**src/rtl/seg_decoder.sv**
```systemverilog
// seg_decoder: receive side of the multiplexed 6-digit seven-segment bus.
// Samples the scanned digit select and segment lines, decodes each stable
// digit back to BCD, assembles an HH:MM:SS frame and converts it to a
// 17-bit seconds-of-day value.
//
// Ports:
//   clk      - system clock
//   rst_n    - synchronous reset, active low
//   sel      - digit select, active-low one-hot; [5]..[0] = Ht,Hu,Mt,Mu,St,Su
//   dig      - segments, active low; [6:0] = g..a, [7] = dp (not decoded)
//   dout     - last accepted time in seconds, 0..86399
//   dout_vld - one-cycle pulse, dout updated this cycle
//   err      - one-cycle pulse, frame rejected (pattern, range or timeout)
module seg_decoder #(
  parameter int unsigned SETTLE   = 4,
  parameter int unsigned FRAME_TO = 600_000
) (
  input  logic        clk,
  input  logic        rst_n,
  input  logic [5:0]  sel,
  input  logic [7:0]  dig,
  output logic [16:0] dout,
  output logic        dout_vld,
  output logic        err
);

  localparam int unsigned STW = (SETTLE < 1) ? 1 : $clog2(SETTLE + 1);
  localparam int unsigned TW  = (FRAME_TO < 1) ? 1 : $clog2(FRAME_TO + 1);
  localparam logic [STW-1:0] SETTLE_C   = STW'(SETTLE);
  localparam logic [TW-1:0]  FRAME_TO_C = TW'(FRAME_TO);

  typedef enum logic [1:0] {
    COLLECT,
    CHECK,
    SUM,
    OUT
  } state_t;

  // {bad, code}; illegal patterns decode to code 0 with bad set
  function automatic logic [4:0] seg_to_bcd(input logic [6:0] pat);
    case (pat)
      7'h40:   return 5'h00;
      7'h79:   return 5'h01;
      7'h24:   return 5'h02;
      7'h30:   return 5'h03;
      7'h19:   return 5'h04;
      7'h12:   return 5'h05;
      7'h02:   return 5'h06;
      7'h78:   return 5'h07;
      7'h00:   return 5'h08;
      7'h10:   return 5'h09;
      default: return 5'h10;
    endcase
  endfunction

  // tens*10 + units as (t<<3)+(t<<1)+u
  function automatic logic [6:0] two_digit(input logic [3:0] t, input logic [3:0] u);
    logic [6:0] tx;
    tx = {3'b000, t};
    return (tx << 3) + (tx << 1) + {3'b000, u};
  endfunction

  // h*3600 + m*60 + s; 3600 = 2048+1024+512+16, 60 = 32+16+8+4
  function automatic logic [16:0] to_seconds(input logic [6:0] h,
                                             input logic [6:0] m,
                                             input logic [6:0] s);
    logic [16:0] hx, mx, sx;
    hx = {10'd0, h};
    mx = {10'd0, m};
    sx = {10'd0, s};
    return (hx << 11) + (hx << 10) + (hx << 9) + (hx << 4)
         + (mx << 5) + (mx << 4) + (mx << 3) + (mx << 2) + sx;
  endfunction

  // Input sampling and settle tracking
  logic [5:0]     sel_q, sel_p_q;
  logic [7:0]     dig_q, dig_p_q;
  logic [STW-1:0] stab_q, stab_d;
  logic           cap_done_q, cap_done_d;
  logic           changed, sel_ok, cap;
  logic [4:0]     dec;

  // Frame state
  state_t        state_q, state_d;
  logic [5:0]    mask_q, mask_d;
  logic [5:0]    bad_q, bad_d;
  logic [3:0]    code_q [6];
  logic [3:0]    code_d [6];
  logic [TW-1:0] timer_q, timer_d;
  logic [6:0]    h_q, h_d, m_q, m_d, s_q, s_d;
  logic [16:0]   dout_q, dout_d;
  logic          vld_q, vld_d;
  logic          err_q, err_d;

  assign dout     = dout_q;
  assign dout_vld = vld_q;
  assign err      = err_q;

  always_comb begin
    changed = (sel_q != sel_p_q) || (dig_q != dig_p_q);
    sel_ok  = $onehot(~sel_q);
    dec     = seg_to_bcd(dig_q[6:0]);
    // cap_done limits each dwell to a single capture
    cap     = sel_ok && !changed && (stab_q == SETTLE_C) && !cap_done_q;

    stab_d     = stab_q;
    cap_done_d = cap_done_q;
    if (changed || !sel_ok) begin
      stab_d     = '0;
      cap_done_d = 1'b0;
    end else begin
      if (stab_q != SETTLE_C) stab_d = stab_q + 1'b1;
      if (cap) cap_done_d = 1'b1;
    end
  end

  always_comb begin
    state_d = state_q;
    mask_d  = mask_q;
    bad_d   = bad_q;
    code_d  = code_q;
    timer_d = timer_q;
    h_d     = h_q;
    m_d     = m_q;
    s_d     = s_q;
    dout_d  = dout_q;
    vld_d   = 1'b0;
    err_d   = 1'b0;

    case (state_q)
      COLLECT: begin
        if (timer_q == FRAME_TO_C) begin
          mask_d  = '0;
          timer_d = '0;
          err_d   = 1'b1;
        end else begin
          if (cap) begin
            mask_d = mask_q | ~sel_q;
            for (int unsigned i = 0; i < 6; i++) begin
              if (!sel_q[i]) begin
                code_d[i] = dec[3:0];
                bad_d[i]  = dec[4];
              end
            end
          end
          if (mask_d == 6'h3F) begin
            state_d = CHECK;
            timer_d = '0;
          end else if (mask_d != '0) begin
            timer_d = timer_q + 1'b1;
          end
        end
      end
      CHECK: begin
        h_d = two_digit(code_q[5], code_q[4]);
        m_d = two_digit(code_q[3], code_q[2]);
        s_d = two_digit(code_q[1], code_q[0]);
        if ((bad_q != '0) || (h_d > 7'd23) || (m_d > 7'd59) || (s_d > 7'd59)) begin
          err_d   = 1'b1;
          mask_d  = '0;
          state_d = COLLECT;
        end else begin
          state_d = SUM;
        end
      end
      SUM: begin
        // Result is written straight into the output register so that
        // dout and dout_vld are both presented during OUT.
        dout_d  = to_seconds(h_q, m_q, s_q);
        vld_d   = 1'b1;
        state_d = OUT;
      end
      OUT: begin
        mask_d  = '0;
        state_d = COLLECT;
      end
      default: state_d = COLLECT;
    endcase
  end

  always_ff @(posedge clk) begin
    if (!rst_n) begin
      sel_q      <= '1;
      sel_p_q    <= '1;
      dig_q      <= '1;
      dig_p_q    <= '1;
      stab_q     <= '0;
      cap_done_q <= 1'b0;
      state_q    <= COLLECT;
      mask_q     <= '0;
      bad_q      <= '0;
      for (int unsigned i = 0; i < 6; i++) code_q[i] <= '0;
      timer_q    <= '0;
      h_q        <= '0;
      m_q        <= '0;
      s_q        <= '0;
      dout_q     <= '0;
      vld_q      <= 1'b0;
      err_q      <= 1'b0;
    end else begin
      sel_q      <= sel;
      sel_p_q    <= sel_q;
      dig_q      <= dig;
      dig_p_q    <= dig_q;
      stab_q     <= stab_d;
      cap_done_q <= cap_done_d;
      state_q    <= state_d;
      mask_q     <= mask_d;
      bad_q      <= bad_d;
      code_q     <= code_d;
      timer_q    <= timer_d;
      h_q        <= h_d;
      m_q        <= m_d;
      s_q        <= s_d;
      dout_q     <= dout_d;
      vld_q      <= vld_d;
      err_q      <= err_d;
    end
  end

endmodule
```
**config.mk**
```make
export PLATFORM = sky130hd
export DESIGN_NAME = seg_decoder
export DESIGN_NICKNAME = d
export VERILOG_FILES = /design/src/rtl/seg_decoder.sv
export SDC_FILE = /design/constraint.sdc
export NUM_CORES = 1
export LEC_CHECK = 0
export ABC_AREA = 1
export BUFFER_PORTS_ARGS = -buffer_cell sky130_fd_sc_hd__buf_2
export CAP_MARGIN = 20
export CORE_MARGIN = 10
export CORE_UTILIZATION = 35
export DETAILED_ROUTE_END_ITERATION = 6
export GPL_ROUTABILITY_DRIVEN = 0
export HOLD_SLACK_MARGIN = 0.15
export SLEW_MARGIN = 20
export SYNTH_ARGS = -nofsm -noshare
export SYNTH_HDL_FRONTEND = slang
export SYNTH_SLANG_ARGS = --single-unit
```
**constraint.sdc**
```tcl
create_clock -name clk -period 3.9 [get_ports clk]
set_clock_uncertainty 0.1 [all_clocks]
set_input_delay 0.78 -clock clk [delete_from_list [all_inputs] [get_ports clk]]
set_output_delay 0.78 -clock clk [all_outputs]
set_load 0.01 [all_outputs]
```
Word-level counts from Yosys, hierarchy flattened
Index checks and enable logic that the tools add are counted.

Flip-flop bits (word level): 130. Output and inout bits: 19. Word-level logic and storage cells: 128.

Equality and inequality tests: 22. Bitwise operators: 10. Mux-type cells: 18. $lt $le $gt $ge: 3. Reductions and logical operators: 27. Add/sub/neg operators: 21.

Operators with widths (count): 20-bit two-way mux (3); 5-bit case mux with 10 select lines (1); 17-bit by 11-bit adder with 17-bit output (2); 6-bit two-way mux (5); 4-bit AND reduction (6); 7-bit by 4-bit adder with 7-bit output (3); 7-bit by 5-bit adder with 7-bit output (3); 7-bit by 5-bit equality test with 1-bit output (second input constant) (3); 7-bit equality test (second input constant) (3); 20-bit by 1-bit adder with 20-bit output (second input constant) (1); 20-bit equality test (second input constant) (1); 6-bit case mux with 3 select lines (1); 17-bit by 10-bit adder with 17-bit output (1); 17-bit by 12-bit adder with 17-bit output (1); 17-bit by 16-bit adder with 17-bit output (1); 17-bit adder (1); 17-bit by 7-bit adder with 17-bit output (1); 17-bit by 9-bit adder with 17-bit output (1); 7-bit by 6-bit equality test with 1-bit output (second input constant) (2); 7-bit by 6-bit > comparator with 1-bit output (second input constant) (2); 6-bit nonzero test (2); 8-bit != test (1); 1-bit inverter (8); 2-bit case mux with 4 select lines (1); other kinds (27) (47).

Depth between registers and ports, before layout
Depth in word-level cells: 15. Mapped depth: 20. Mapped depth without buffers: 19.

Worst setup path after synthesis
No wires, ideal clock.

Path type: reg2reg. Start point: register h_q[3]. End point: register dout_q[14] (netlist: dout[14]). Data arrival time: 3627 ps. Cell stages (with the launch flop): 17. Buffers on the path: 0. Setup slack: 58 ps. Setup time: 115 ps. Path through: dfxtp_1 inv_1 fa_1 inv_1 fa_1 inv_1 fa_1 inv_1 ha_1 a21o_1 a31oi_1 inv_1 a21oi_1 o21ai_0 xor2_1 o21ai_0 inv_1.

Word-level cells in the longest chain between the ends: 8.

Ends and longest elaborated chain: from (decl) (line 90) `logic [6:0] h_q, h_d, m_q, m_d, s_q, s_d;`; from (signal assigned) (line 194) `h_q <= '0;`; from (signal assigned) (line 212) `h_q <= h_d;`; 17-bit adder (line 71) `return (hx << 11) + (hx << 10) + (hx << 9) + (hx << 4)`; 17-bit by 16-bit adder with 17-bit output (line 71); 17-bit by 11-bit adder with 17-bit output * (line 71); 17-bit by 12-bit adder with 17-bit output * (line 72) `+ (mx << 5) + (mx << 4) + (mx << 3) + (mx << 2) + sx;`; 17-bit by 11-bit adder with 17-bit output * (line 72); 17-bit by 10-bit adder with 17-bit output * (line 72); 17-bit by 9-bit adder with 17-bit output * (line 72); 17-bit by 7-bit adder with 17-bit output * (line 72); to (signal assigned) (line 215) `dout_q <= dout_d;`; to (decl) (line 91) `logic [16:0] dout_q, dout_d;`.

Mark *: on every way between the ends. The rest lies on a longest branch, timed or not. A chain may end at the register's enable or synchronous reset.

Worst setup path in the final report
Start point: register sel_q[0]. End point: register timer_q[0].

Word-level cells in the longest chain between the ends: 14. Elaborated cells on any way between the ends: 21. Classes of those cells: add/sub: 3; eq/ne: 3; mux: 5; bitwise: 2; reduce/logical: 8.

Ends and longest elaborated chain: from (decl) (line 76) `logic [5:0] sel_q, sel_p_q;`; from (signal assigned) (line 201) `sel_q <= sel;`; 6-bit inverter (line 101, 138); 1-bit by 1-bit adder with 2-bit output (implied by the code) (line 101) `sel_ok = $onehot(~sel_q);`; 2-bit by 2-bit adder with 3-bit output (implied by the code) (line 101); 3-bit by 2-bit adder with 3-bit output (implied by the code) (line 101); 3-bit by 1-bit equality test with 1-bit output (line 101); 1-bit logical AND (3 in series) (line 104) `cap = sel_ok && !changed && (stab_q == SETTLE_C) && !cap_done_q;`; 6-bit two-way mux * (line 137) `if (cap) begin`; 6-bit two-way mux * (line 132) `if (timer_q == FRAME_TO_C) begin`; 6-bit two-way mux * (line 130) `case (state_q)`; 6-bit equality test / 6-bit nonzero test (equally long branches) (line 146, 149); 3-bit nonzero test (no line) / 20-bit two-way mux (equally long branches); 2-bit AND reduction (no line) / 20-bit two-way mux (equally long branches); to (signal assigned) (line 211) `timer_q <= timer_d;`; to (decl) (line 89) `logic [TW-1:0] timer_q, timer_d;`.

Mark *: on every way between the ends. The rest lies on a longest branch, timed or not. The select of a mux whose other input is x is not followed.

==> out/metrics.csv <==
metric;value;unit
areaGrowthSynthToFinish;16.8;%
mostFrequentLayoutCell;sky130_fd_sc_hd__inv_1;
synth_largest_area_cell;sky130_fd_sc_hd__dfxtp_1;
core_area;22000;sq um
clkLatencyLatePin;0.43;ns
crit_buf_inv;2;
post_layout_min_period;3.77;ns
status;completed;
fmax;265;MHz
drt_iter0_drc;280;
cts.clk_slew.worst_paths;0.07;ns
timing.final.crit_share;0.966;
fp.dieArea;28900;sq um
p_leak;4.53;nW
area_fraction_in_compound_gates_after_synthesis;0.111;
worst-endpoint-arrival;3.98;ns
drv_slew;0;
worst-slew-pin-transition;0.917;ns
netlist_instances;1039;
fp-row-count;54;
layout.area.seq;2610;sq um
dr.pass1.iters;4;
dpl_worst_slack;0.0398;ns
synthMuxAreaShare;0;
final.fill_count;2176;
grt_first_pass_wirelength;29.4;mm
ys_seq_elements;130;
timing.critical_path.slowest_cell_delay;0.53;ns
utilization_after_layout;0.418;
post-route-worst-setup-slack;0.133;ns
setup-violations-final;0;
cpMostUsedCell;sky130_fd_sc_hd__nand2_1;
p_per_area;390;nW/um^2
yosys.area.top_type_share;0.331;
numPortBuffers;34;
ys_seq_area_frac;0.331;
path_cells;fa_1 -> inv_1 -> fa_1 -> ha_2 -> fa_1 -> nand3b_1 -> nor2_1 -> nand2_1 -> nor2_4 -> nand4_1 -> nand2_1 -> nand2_1 -> nor2_2 -> nand2_4 -> buf_12 -> nand3_1 -> nand3_1 -> nand2_1 -> nor2_1;
initial_standard_cell_utilization_of_the_core;0.358;
antenna_found_initial;0;
insertedDiodeCount;0;
vias_per_cell;4.74;
synth_top_family_by_area;simple AND/OR/NAND/NOR gates;
grt_setup_unrepaired;true;
synth_top_cells_by_area;sky130_fd_sc_hd__dfxtp_1 (33%), sky130_fd_sc_hd__fa_1 (10%), sky130_fd_sc_hd__inv_1 (8.4%), sky130_fd_sc_hd__ha_1 (8.1%), sky130_fd_sc_hd__nand2_1 (6.8%);
worstHoldPathType;reg -> reg;
cap_violations;0;
max_slew_margin;0.387;
cts.sink_count;130;
syn_nets;1147;
hpwlAfterDp;12.9;mm
layout_common_cells;sky130_fd_sc_hd__inv_1 (172), sky130_fd_sc_hd__nand2_1 (138), sky130_fd_sc_hd__nor2_1 (127), sky130_fd_sc_hd__dfxtp_1 (126), sky130_fd_sc_hd__a21oi_1 (73);
reg2reg_slack;0.13;ns
ys_types;38;
drc_violations_left;0;
crit_path_top_delay_cell;sky130_fd_sc_hd__fa_1;
htree_levels;4;
combined_area_of_the_multi_input_logic_cells;4560;sq um
critPathKind;reg -> reg;
floorplan.die.height;170;um
grt_start_max_net_pins;88;
cts_tree;done;
grt.total_usage;0.124;
timing.critical_path.required;4.12;ns
drt-wirelength-per-cell;13.2;um
crit_path_end_kind;flip-flop;
die_width;170;um
timing_hold_violations_final;0;
antenna_violating_nets_post_route;0;
yosys_most_used_dff;sky130_fd_sc_hd__dfxtp_1;
crit_path_max_fanout;7;
route.final.wire_length;18.2;mm
max-clock-path-buffers;2;
ctsRootBufferMaster;sky130_fd_sc_hd__clkbuf_16;
final_net_count;1190;
synth.cell_area;7870;sq um
detailroute.via_count;6514;
cts-buffers-inserted;17;
grt_remaining_overflow;0;
postSynthAreaPerCell;7.57;sq um
synth_simple_gate_area_share;0.220;
ratio_of_cells_with_drive_above_1_in_the_final_layout;0.134;
synth-warning-count;0;
critical_path.startpoint_type;flip-flop;
vdd_ir_drop_max;0.250;mV
synthArstFlopShare;0;
num_io_pins;35;
post_synth_fa_ha_maj_area_fraction;0.185;
cpLargestDelayFamily;adder cells;
post_synth_xor_area_fraction;0.0445;
synth-edff-count;0;
first_global_vias;5965;
kinds of logic (layout without fill, tap and decap cells):
| logic type | after synthesis | count (layout) |
|---|---|---|
| xor+xnor | 40 | 40 |
| flops | 130 | 130 |
| simple gates | 397 | 399 |
| fa+ha+maj | 92 | 92 |
| buf+inv | 215 | 269 |
| compound gates | 165 | 165 |
worst paths after layout:
path / startpoint / end / depth (start not counted)
min reg2reg: dig_q[7]$_SDFF_PN1_ / dig_p_q[7]$_SDFF_PN1_ / 2
max reg2reg: sel_q[0]$_SDFF_PN1_ / timer_q[0]$_SDFFE_PN0P_ / 19
max: sel_q[0]$_SDFF_PN1_ / timer_q[0]$_SDFFE_PN0P_ / 19
min: dig_q[7]$_SDFF_PN1_ / dig_p_q[7]$_SDFF_PN1_ / 2
worst min-delay path, cell delays in order (launching register included):
cell                      delay [ns]
sky130_fd_sc_hd__dfxtp_1        0.32
sky130_fd_sc_hd__inv_1          0.05
sky130_fd_sc_hd__nand2_1        0.04
final cells by class:
type                            count  share of cell area
Tap cell                          280              0.0381
Timing Repair Buffer               54              0.0400
Inverter                          183              0.0748
Sequential cell                   130               0.284
Multi-Input combinational cell    696               0.496
Clock inverter                     15              0.0208
Clock buffer                       17              0.0463
through the flow:
step	std cells	area, sq um	power, mW	TNS, ns	hold slack [ns]
2_1_floorplan	1039	7870	1.78	0	0.317
3_3_place_gp	1338	8360	1.91	0	0.327
3_5_place_dp	1338	8360	1.91	0	0.328
4_1_cts	1370	8980	3.62	0	0.344
5_1_grt	1375	9190	3.77	-1.07	0.385
6_report	1375	9190	3.58	0	0.341
timing repair:
action	in CTS	in global routing
setup endpoints to repair	0	34
resized for setup	0	42
endpoints found under the hold margin	0	0
setup buffers	0	1
hold buffers	0	0
sequential cells by signal, summed over array words and instances (netlist names), named ones only:
register / flops
h_q: 7
state_q: 1
code_q: 24
dig_p_q: 8
cap_done_q: 1
m_q: 7
dout: 17
err: 1
stab_q: 3
dig_q: 8
dout_vld: 1
bad_q: 6
sel_q: 6
mask_q: 6
sel_p_q: 6
s_q: 7
timer_q: 20
cell usage after synthesis, types with 2 or more instances:
library cell,n
sky130_fd_sc_hd__inv_2,6
sky130_fd_sc_hd__ha_1,51
sky130_fd_sc_hd__o21ai_0,71
sky130_fd_sc_hd__nor4_1,13
sky130_fd_sc_hd__nor3b_1,4
sky130_fd_sc_hd__nor3_1,8
sky130_fd_sc_hd__fa_1,41
sky130_fd_sc_hd__dfxtp_1,130
sky130_fd_sc_hd__clkbuf_1,24
sky130_fd_sc_hd__o2111ai_1,3
sky130_fd_sc_hd__o211ai_1,3
sky130_fd_sc_hd__a21oi_1,76
sky130_fd_sc_hd__nor2_1,130
sky130_fd_sc_hd__xor2_1,30
sky130_fd_sc_hd__nand2_1,143
sky130_fd_sc_hd__buf_2,2
sky130_fd_sc_hd__inv_1,176
sky130_fd_sc_hd__nand4_1,13
sky130_fd_sc_hd__buf_6,4
sky130_fd_sc_hd__nand3_1,63
sky130_fd_sc_hd__a211oi_1,4
sky130_fd_sc_hd__xnor2_1,10
sky130_fd_sc_hd__or2_2,15
sky130_fd_sc_hd__a31oi_1,2
sky130_fd_sc_hd__nor2_2,4
routing by layer:
metal,vias to the layer above,track usage,wire (um)
li1,3397,-,-
met1,3011,0.173,9410
met2,92,0.190,8050
met3,14,0.0220,545
met4,0,0.0412,208
met5,-,0,0
where the power goes:
part	switching [mW]	internal, mW	leakage (nW)
logic	0.303	0.183	3.17
registers	0.0319	1.37	1.06
clock network	0.712	0.976	0.303
Power figures use the tool's default switching activity.
